--- src/rtl/xor_gate_unit.sv ---
// ---------------------------------------------------------------------------
// xor_gate_unit
//
// Registered, width-parameterised bitwise XOR stage. Each accepted operand
// pair produces out = in1 ^ in2 one clock later, together with the parity,
// popcount and nonzero flag of that same XOR result. A saturating counter
// tracks how many accepted samples had in1 != in2.
//
// Parameters:
//   WIDTH  operand width in bits (>= 1)
//   CNT_W  width of the mismatch counter (>= 1)
//
// Ports:
//   clk           rising-edge clock
//   rst_n         asynchronous active-low reset, clears every output
//   in1, in2      operands (WIDTH bits)
//   in_valid      operands valid this cycle
//   cnt_clr       synchronous clear of mismatch_cnt (wins over an increment)
//   out           registered in1 ^ in2
//   out_valid     out and the flags carry a fresh result this cycle
//   parity        XOR-reduction of out
//   diff_count    number of 1 bits in out
//   mismatch      out != 0
//   mismatch_cnt  saturating count of accepted mismatching samples
// ---------------------------------------------------------------------------
module xor_gate_unit #(
    parameter  int WIDTH = 1,
    parameter  int CNT_W = 16,
    localparam int DCW   = ($clog2(WIDTH + 1) < 1) ? 1 : $clog2(WIDTH + 1)
) (
    input  logic             clk,
    input  logic             rst_n,
    input  logic [WIDTH-1:0] in1,
    input  logic [WIDTH-1:0] in2,
    input  logic             in_valid,
    input  logic             cnt_clr,
    output logic [WIDTH-1:0] out,
    output logic             out_valid,
    output logic             parity,
    output logic [DCW-1:0]   diff_count,
    output logic             mismatch,
    output logic [CNT_W-1:0] mismatch_cnt
);

    logic [WIDTH-1:0] w_xor;
    logic [DCW-1:0]   w_pop;
    logic             w_mismatch;
    logic             w_cntSaturated;

    logic [WIDTH-1:0] r_out;
    logic             r_outValid;
    logic             r_parity;
    logic [DCW-1:0]   r_diffCount;
    logic             r_mismatch;
    logic [CNT_W-1:0] r_mismatchCnt;

    assign w_xor          = in1 ^ in2;
    assign w_mismatch     = |w_xor;
    assign w_cntSaturated = &r_mismatchCnt;

    // Population count of the XOR result, computed from the inputs so it
    // can be registered in the same cycle as out.
    always_comb begin
        w_pop = '0;
        for (int i = 0; i < WIDTH; i++) begin
            w_pop = w_pop + DCW'(w_xor[i]);
        end
    end

    // Result register: loads on an accepted sample, otherwise holds the
    // previous result while out_valid drops.
    always_ff @(posedge clk or negedge rst_n) begin
        if (!rst_n) begin
            r_out       <= '0;
            r_outValid  <= 1'b0;
            r_parity    <= 1'b0;
            r_diffCount <= '0;
            r_mismatch  <= 1'b0;
        end else begin
            r_outValid <= in_valid;
            if (in_valid) begin
                r_out       <= w_xor;
                r_parity    <= ^w_xor;
                r_diffCount <= w_pop;
                r_mismatch  <= w_mismatch;
            end
        end
    end

    // Mismatch counter: a clear takes priority over a same-cycle increment,
    // and the count sticks at all-ones instead of wrapping.
    always_ff @(posedge clk or negedge rst_n) begin
        if (!rst_n) begin
            r_mismatchCnt <= '0;
        end else if (cnt_clr) begin
            r_mismatchCnt <= '0;
        end else if (in_valid && w_mismatch && !w_cntSaturated) begin
            r_mismatchCnt <= r_mismatchCnt + 1'b1;
        end
    end

    assign out          = r_out;
    assign out_valid    = r_outValid;
    assign parity       = r_parity;
    assign diff_count   = r_diffCount;
    assign mismatch     = r_mismatch;
    assign mismatch_cnt = r_mismatchCnt;

endmodule

--- config.mk ---
export PLATFORM = sky130hd
export DESIGN_NAME = xor_gate_unit
export DESIGN_NICKNAME = d
export VERILOG_FILES = /design/src/rtl/xor_gate_unit.sv
export SDC_FILE = /design/constraint.sdc
export NUM_CORES = 1
export LEC_CHECK = 0
export CAP_MARGIN = 20
export CORE_ASPECT_RATIO = 1.5
export CORE_MARGIN = 3
export CORE_UTILIZATION = 47
export DETAILED_ROUTE_END_ITERATION = 10
export PLACE_DENSITY = 0.77
export SLEW_MARGIN = 20
export SYNTH_ARGS = -nofsm -noshare
export SYNTH_HDL_FRONTEND = slang
export SYNTH_SLANG_ARGS = --single-unit
--- constraint.sdc ---
create_clock -name clk -period 2.7 [get_ports clk]
set_clock_uncertainty 0.1 [all_clocks]
set_input_delay 0.54 -clock clk [delete_from_list [all_inputs] [get_ports clk]]
set_output_delay 0.54 -clock clk [all_outputs]
set_load 0.005 [all_outputs]
==> results of run 1 <==
-- power groups by stage --
| stage | clock network (W) | registers (W) | logic [W] |
|---|---|---|---|
| finish | 0.000168 | 0.000279 | 0.0000569 |
| global route | 0.000184 | 0.000280 | 0.0000626 |
| CTS | 0.000172 | 0.000279 | 0.0000580 |
| detailed placement | 0 | 0.000284 | 0.0000575 |
| global placement | 0 | 0.000284 | 0.0000567 |
| floorplan | 0 | 0.000284 | 0.0000245 |
-- path summary, 6_finish.rpt --
kind	start	to	slack [ps]	cells after the start
worst max-delay path	in2	mismatch_cnt[5]$_DFFE_PN0P_	540	5
worst min-delay path	mismatch_cnt[6]$_DFFE_PN0P_	mismatch_cnt[6]$_DFFE_PN0P_	490	2
max in group asynchronous	rst_n	mismatch_cnt[6]$_DFFE_PN0P_	1400	1
worst min register to register	mismatch_cnt[6]$_DFFE_PN0P_	mismatch_cnt[6]$_DFFE_PN0P_	490	2
worst max register to register	mismatch_cnt[0]$_DFFE_PN0P_	mismatch_cnt[14]$_DFFE_PN0P_	560	5
min in group asynchronous	rst_n	mismatch_cnt[10]$_DFFE_PN0P_	590	1
-- state kept, by name, indices dropped and copies added (netlist names) --
register      cells
mismatch_cnt     16
mismatch          1
out_valid         1
-- logic make-up after synthesis --
kind of cell / count (synthesis) / share of synthesized area
simple gates: 46 / 0.296
compound gates: 28 / 0.161
flops: 18 / 0.433
buf+inv: 10 / 0.0613
mux: 2 / 0.0216
xor+xnor: 1 / 0.0156
fa+ha+maj: 1 / 0.0120
-- layout make-up --
class                           instances  area share
Clock buffer                            4      0.0274
Sequential cell                        18       0.340
Inverter                                2     0.00567
Timing Repair Buffer                   28       0.208
Tap cell                               22      0.0208
Multi-Input combinational cell         78       0.398
-- worst max-delay path, delay by kind of cell --
| family | cells | cell delay, ps |
|---|---|---|
| XOR/XNOR | 1 | 150 |
| buffers and inverters | 1 | 510 |
| AO/OA/AOI/OAI | 1 | 160 |
| AND/OR/NAND/NOR | 2 | 930 |
-- routing by layer --
| layer | vias to the layer above | share of wire | routed length, um | track usage |
|---|---|---|---|---|
| met1 | 456 | 0.42 | 954 | 0.221 |
| met4 | 0 | 0.025 | 57 | 0.102 |
| met5 | - | 0 | 0 | 0 |
| met2 | 27 | 0.51 | 1180 | 0.303 |
| li1 | 462 | - | - | - |
| met3 | 4 | 0.042 | 97 | 0.0286 |
-- Yosys cell counts, drive strengths merged --
cell,instances
o31ai,10
nor2b,2
nor4,1
nand3,3
nor3,1
or2,1
o21bai,1
nor2,3
and2,1
nor3b,2
and3,2
mux2,2
and4,2
ha,1
a21oi,13
nand2,7
or3,2
nor4b,1
buf,6
xor2,1
or3b,1
or4,9
o21ai,4
dfrtp,18
clkbuf,2
nand4,7
inv,2
and4b,1
-- through the flow --
step / std cells / hold WS (ps)
floorplan: 106 / 144
global placement: 148 / 465
detailed placement: 148 / 477
CTS: 152 / 495
global route: 152 / 530
finish: 152 / 493
==> results.cfg, run 1 <==
[floorplan]
die_width_um = 44.4
die-area_um2 = 2830
die_h_um = 63.6
ios = 27
rows = 20
core_area_um2 = 2080
start_util = 0.501

[outcome]
outcome = finished, final reports clean

[place]
portBuffers = 26
pre_cts_slack_ps = 229
place_congestion = 0.771
dpl.hpwl_um = 1670
placed_area_um2 = 1290

[job]
cap_viol_max_count = 0

[power]
combPwrFrac = 0.113
p_sw_frac = 0.233
power_frac_seq = 0.553
finalPower_w = 0.000504
ir_worst_vdd_mv = 0.269
p_int_w = 0.000386
switchingPower_w = 0.000117
powerDensity_nw_per_um2 = 380
cellLeakagePower_nw = 0.488
clkPwrFrac = 0.334

[final_layout]
final_cell_mix = 26 x clkdlybuf4s50_1, 18 x dfrtp_1, 13 x a21oi_1
layout-drive-gt1-share = 0.0846
fin_area_um2 = 1320
multi_input_area_um2 = 527
final_util = 0.637
final_common_cell = clkdlybuf4s50_1
fill_cells = 177
final_nets = 138
diodes = 0
regArea_um2 = 450
syn_to_final_growth_pct = 27.2

[detailed_routing]
avgRoutedWirePerCell_um = 15.0
firstDrtPassIters = 4
antenna_left = 0
drc_errors = 0
dr.first_iter.drc_count = 20
drt-total-wl_um = 2290
num_vias = 949
via_per_inst = 6.24

[grt]
grt_pass1_wl_um = 3890
grt_start_max_net_pins = 19
grt_overflow = 0
grt_usage = 0.185
antenna_found_initial = 0
grt_pass1_vias = 841

[critical_path]
arrival_ps = 2280
critical_path_class = in2reg
crit_required_ps = 2820
cpMaxStageDelayCell = or4_1
cp-start-kind = input pin
worstPathMaxFanout = 18
end_kind = flop
worstPathCellList = clkdlybuf4s50_1, xor2_2, nand2_1, or4_1, a21oi_1
max_stage_delay_ps = 620

[timing]
hold_violations = 0
final.setup.tns_ps = 0
layout_setup_ws_ps = 539
maxSlewViolCount = 0
setup_violations = 0
worst_slew_pin_slew_ps = 805
max_freq_mhz = 463
fin_crit_ps = 2160
max_slew_margin = 0.462
rsz0062_at_grt = false
period_share = 0.800

[logic_synthesis]
synth_top_area_frac = 0.433
ys_seq_elements = 18
yosysUniqueCellTypes = 33
ys_warn_count = 0
syn-cell-area_um2 = 1040
yosys-top-cells-area = dfrtp_1 43%, o31ai_1 7.2%, or4_1 6.5%
avgSynthCellArea_um2 = 9.82
synthCells = 106
synth_fp_nets = 113
synth_sequential_area_ratio = 0.433
yosysTopAreaCell = dfrtp_1

[cts]
cts_root_buf = clkbuf_4
cts_tree = done
path_clk_slew_ps = 100
clkLatencyLatePin_ps = 300
cts_resized = 0
numClockSinks = 18
holdBufCountCts = 0
cts_setup_buffers = 0
cts_max_level = 1
cts_buffer_depth = 2
cts_inserted_buffers = 3

[min_path]
worst_hold_path_type = reg2reg
(Power assumes the default switching activity.)
==> inputs of run 2 (changes only) <==
- CORE_UTILIZATION: 47 -> 43
- PLACE_DENSITY: 0.77 -> 0.75
- clock period: 2.7 -> 1.8 ns (I/O delays scaled with it)
==> run 2 against run 1 <==
- setup slack got worse by 570 ps
- sequential share of layout area fell by 8.6 points
- the flow now finishes with violations (setup timing)
- critical path depth unchanged
- via count is 22% higher
- core utilization up 15 points
- sequential power grew 49%
- cell area up 34%
- hold slack got worse by 240 ps
- die area is 8.2% higher
- global-route usage grew 3.7 points
==> results.cfg, run 2 (same netlist as run 1, synthesis figures left out) <==
[timing]
maxSlewViolCount = 0
hold_violations = 0
layout_setup_ws_ps = -29.2
max_slew_margin = 0.719
final.setup.tns_ps = -92.2
fin_crit_ps = 1830
worst_slew_pin_slew_ps = 421
period_share = 1.02
fin_hold_ws_ps = 249
rsz0062_at_grt = true
setup_violations = 5
max_freq_mhz = 547

[final_layout]
syn_to_final_growth_pct = 70.4
fin_area_um2 = 1770
final_cell_mix = 30 x buf_4, 18 x dfrtp_1, 15 x clkdlybuf4s50_1
multi_input_area_um2 = 678
largest_reg_flops = 16
final_common_cell = buf_4
regArea_um2 = 450
fill_cells = 138
diodes = 0
layout-drive-gt1-share = 0.461
final_nets = 173
fin_cells = 188

[place]
portBuffers = 26
place_congestion = 0.804
placed_area_um2 = 1500
dp.cells = 175
dpl.hpwl_um = 2020

[critical_path]
max_stage_delay_ps = 530
cpLargestDelayFamily = simple AND/OR/NAND/NOR gates
crit_required_ps = 1960
worstPathCellList = ha_2, and3_4, nor3b_4, or4_4, a21oi_2
cpMaxStageDelayCell = or4_4
end_kind = flop
arrival_ps = 1990
cp_num_buf_inv = 0
cp-start-kind = flop
critical_path_class = reg2reg
worstPathMaxFanout = 8

[detailed_routing]
via_per_inst = 6.15
firstDrtPassIters = 4
num_vias = 1157
dr.first_iter.drc_count = 32
drc_errors = 0
drt-total-wl_um = 3450
antenna_left = 0
avgRoutedWirePerCell_um = 18.4

[grt]
grt_util_met3 = 0.0272
met1_usage = 0.279
grt_usage = 0.222
grtUsageMet2 = 0.352
antenna_found_initial = 0
grt_pass1_wl_um = 4970
grt_pass1_vias = 1069
grt_overflow = 0
grt_start_max_net_pins = 19
grt_busiest_layer = met2

[floorplan]
start_util = 0.461
ios = 27
rows = 21
die_h_um = 66.3
die_width_um = 46.2
core_area_um2 = 2260
die-area_um2 = 3060

[min_path]
worst_hold_path_type = in2async

[cts]
clkLatencyLatePin_ps = 320
cts_inserted_buffers = 3
path_clk_slew_ps = 110
cts_buffer_depth = 2
cts_root_buf = clkbuf_4
numClockSinks = 18
cts_max_level = 1
cts_tree = done

[power]
ir_worst_vdd_mv = 0.412
cellLeakagePower_nw = 0.874
powerDensity_nw_per_um2 = 450
finalPower_w = 0.000798

[outcome]
violations = setup timing
outcome = complete, but fails checks

[job]
cap_viol_max_count = 0
[run 2: cell count changes in the layout (fill, tap and decap cells not counted), sizes merged]
cell	before	now
and4b	1	2
buf	2	36
clkdlybuf4s50	26	15
dlygate4sd2	0	2
dlymetal6s2s	0	9
[run 2: worst register-to-register path: cells and delay by family, from the launching register on]
family,cells,cell delay (ps)
and+or+nand+nor,3,920
DFF,1,410
adders and majority gates,1,200
AOI/OAI and AO/OA,1,140
[run 2: metal layers]
layer,vias to the layer above,part of all wire
li1,533,-
met1,565,0.38
met2,48,0.54
met3,11,0.052
met4,0,0.029
met5,-,0
[run 2: metrics by stage]
stage / setup slack, ps / utilization
floorplan: -27.9 / -
global route: -95.7 / 0.785
finish: -29.2 / 0.785
CTS: 0.338 / 0.706
detailed placement: -352 / 0.666
global placement: -359 / 0.666
[run 2: worst paths after layout]
kind                                             startpoint                           end  slack (ps)  cells past startpoint
worst max-delay path            mismatch_cnt[1]$_DFFE_PN0P_  mismatch_cnt[11]$_DFFE_PN0P_         -30                      5
worst min-delay path                                  rst_n   mismatch_cnt[6]$_DFFE_PN0P_         250                      2
worst max register to register  mismatch_cnt[1]$_DFFE_PN0P_  mismatch_cnt[11]$_DFFE_PN0P_         -30                      5
worst min register to register         mismatch$_DFFE_PN0P_          mismatch$_DFFE_PN0P_         480                      2
max in group asynchronous                             rst_n  mismatch_cnt[13]$_DFFE_PN0P_        1150                      2
min in group clk                       mismatch$_DFFE_PN0P_          mismatch$_DFFE_PN0P_         480                      2
[run 2: power breakdown]
part           internal, W  switching [W]
Clock             0.000124       0.000147
Sequential        0.000411     0.00000556
Combinational    0.0000601      0.0000509
[run 2: cell type report]
type | instances | area share
Inverter | 2 | 0.00423
Tap cell | 23 | 0.0162
Timing Repair Buffer | 62 | 0.323
Sequential cell | 18 | 0.254
Multi-Input combinational cell | 79 | 0.382
Clock buffer | 4 | 0.0205
[run 2: timing repair]
action                     4_1_cts  5_1_grt
setup endpoints to repair       15       24
hold buffers                     0        0
pin swaps                        5        6
resized for setup               13       35
buffers inserted                 2        6
cloned                           0        1
hold endpoints to repair         0        0
==> inputs of run 3 (changes only) <==
- SLEW_MARGIN: 20 -> 40
==> results of run 3 <==
The final DEF is identical to that of run 2; final timing and power are the same.
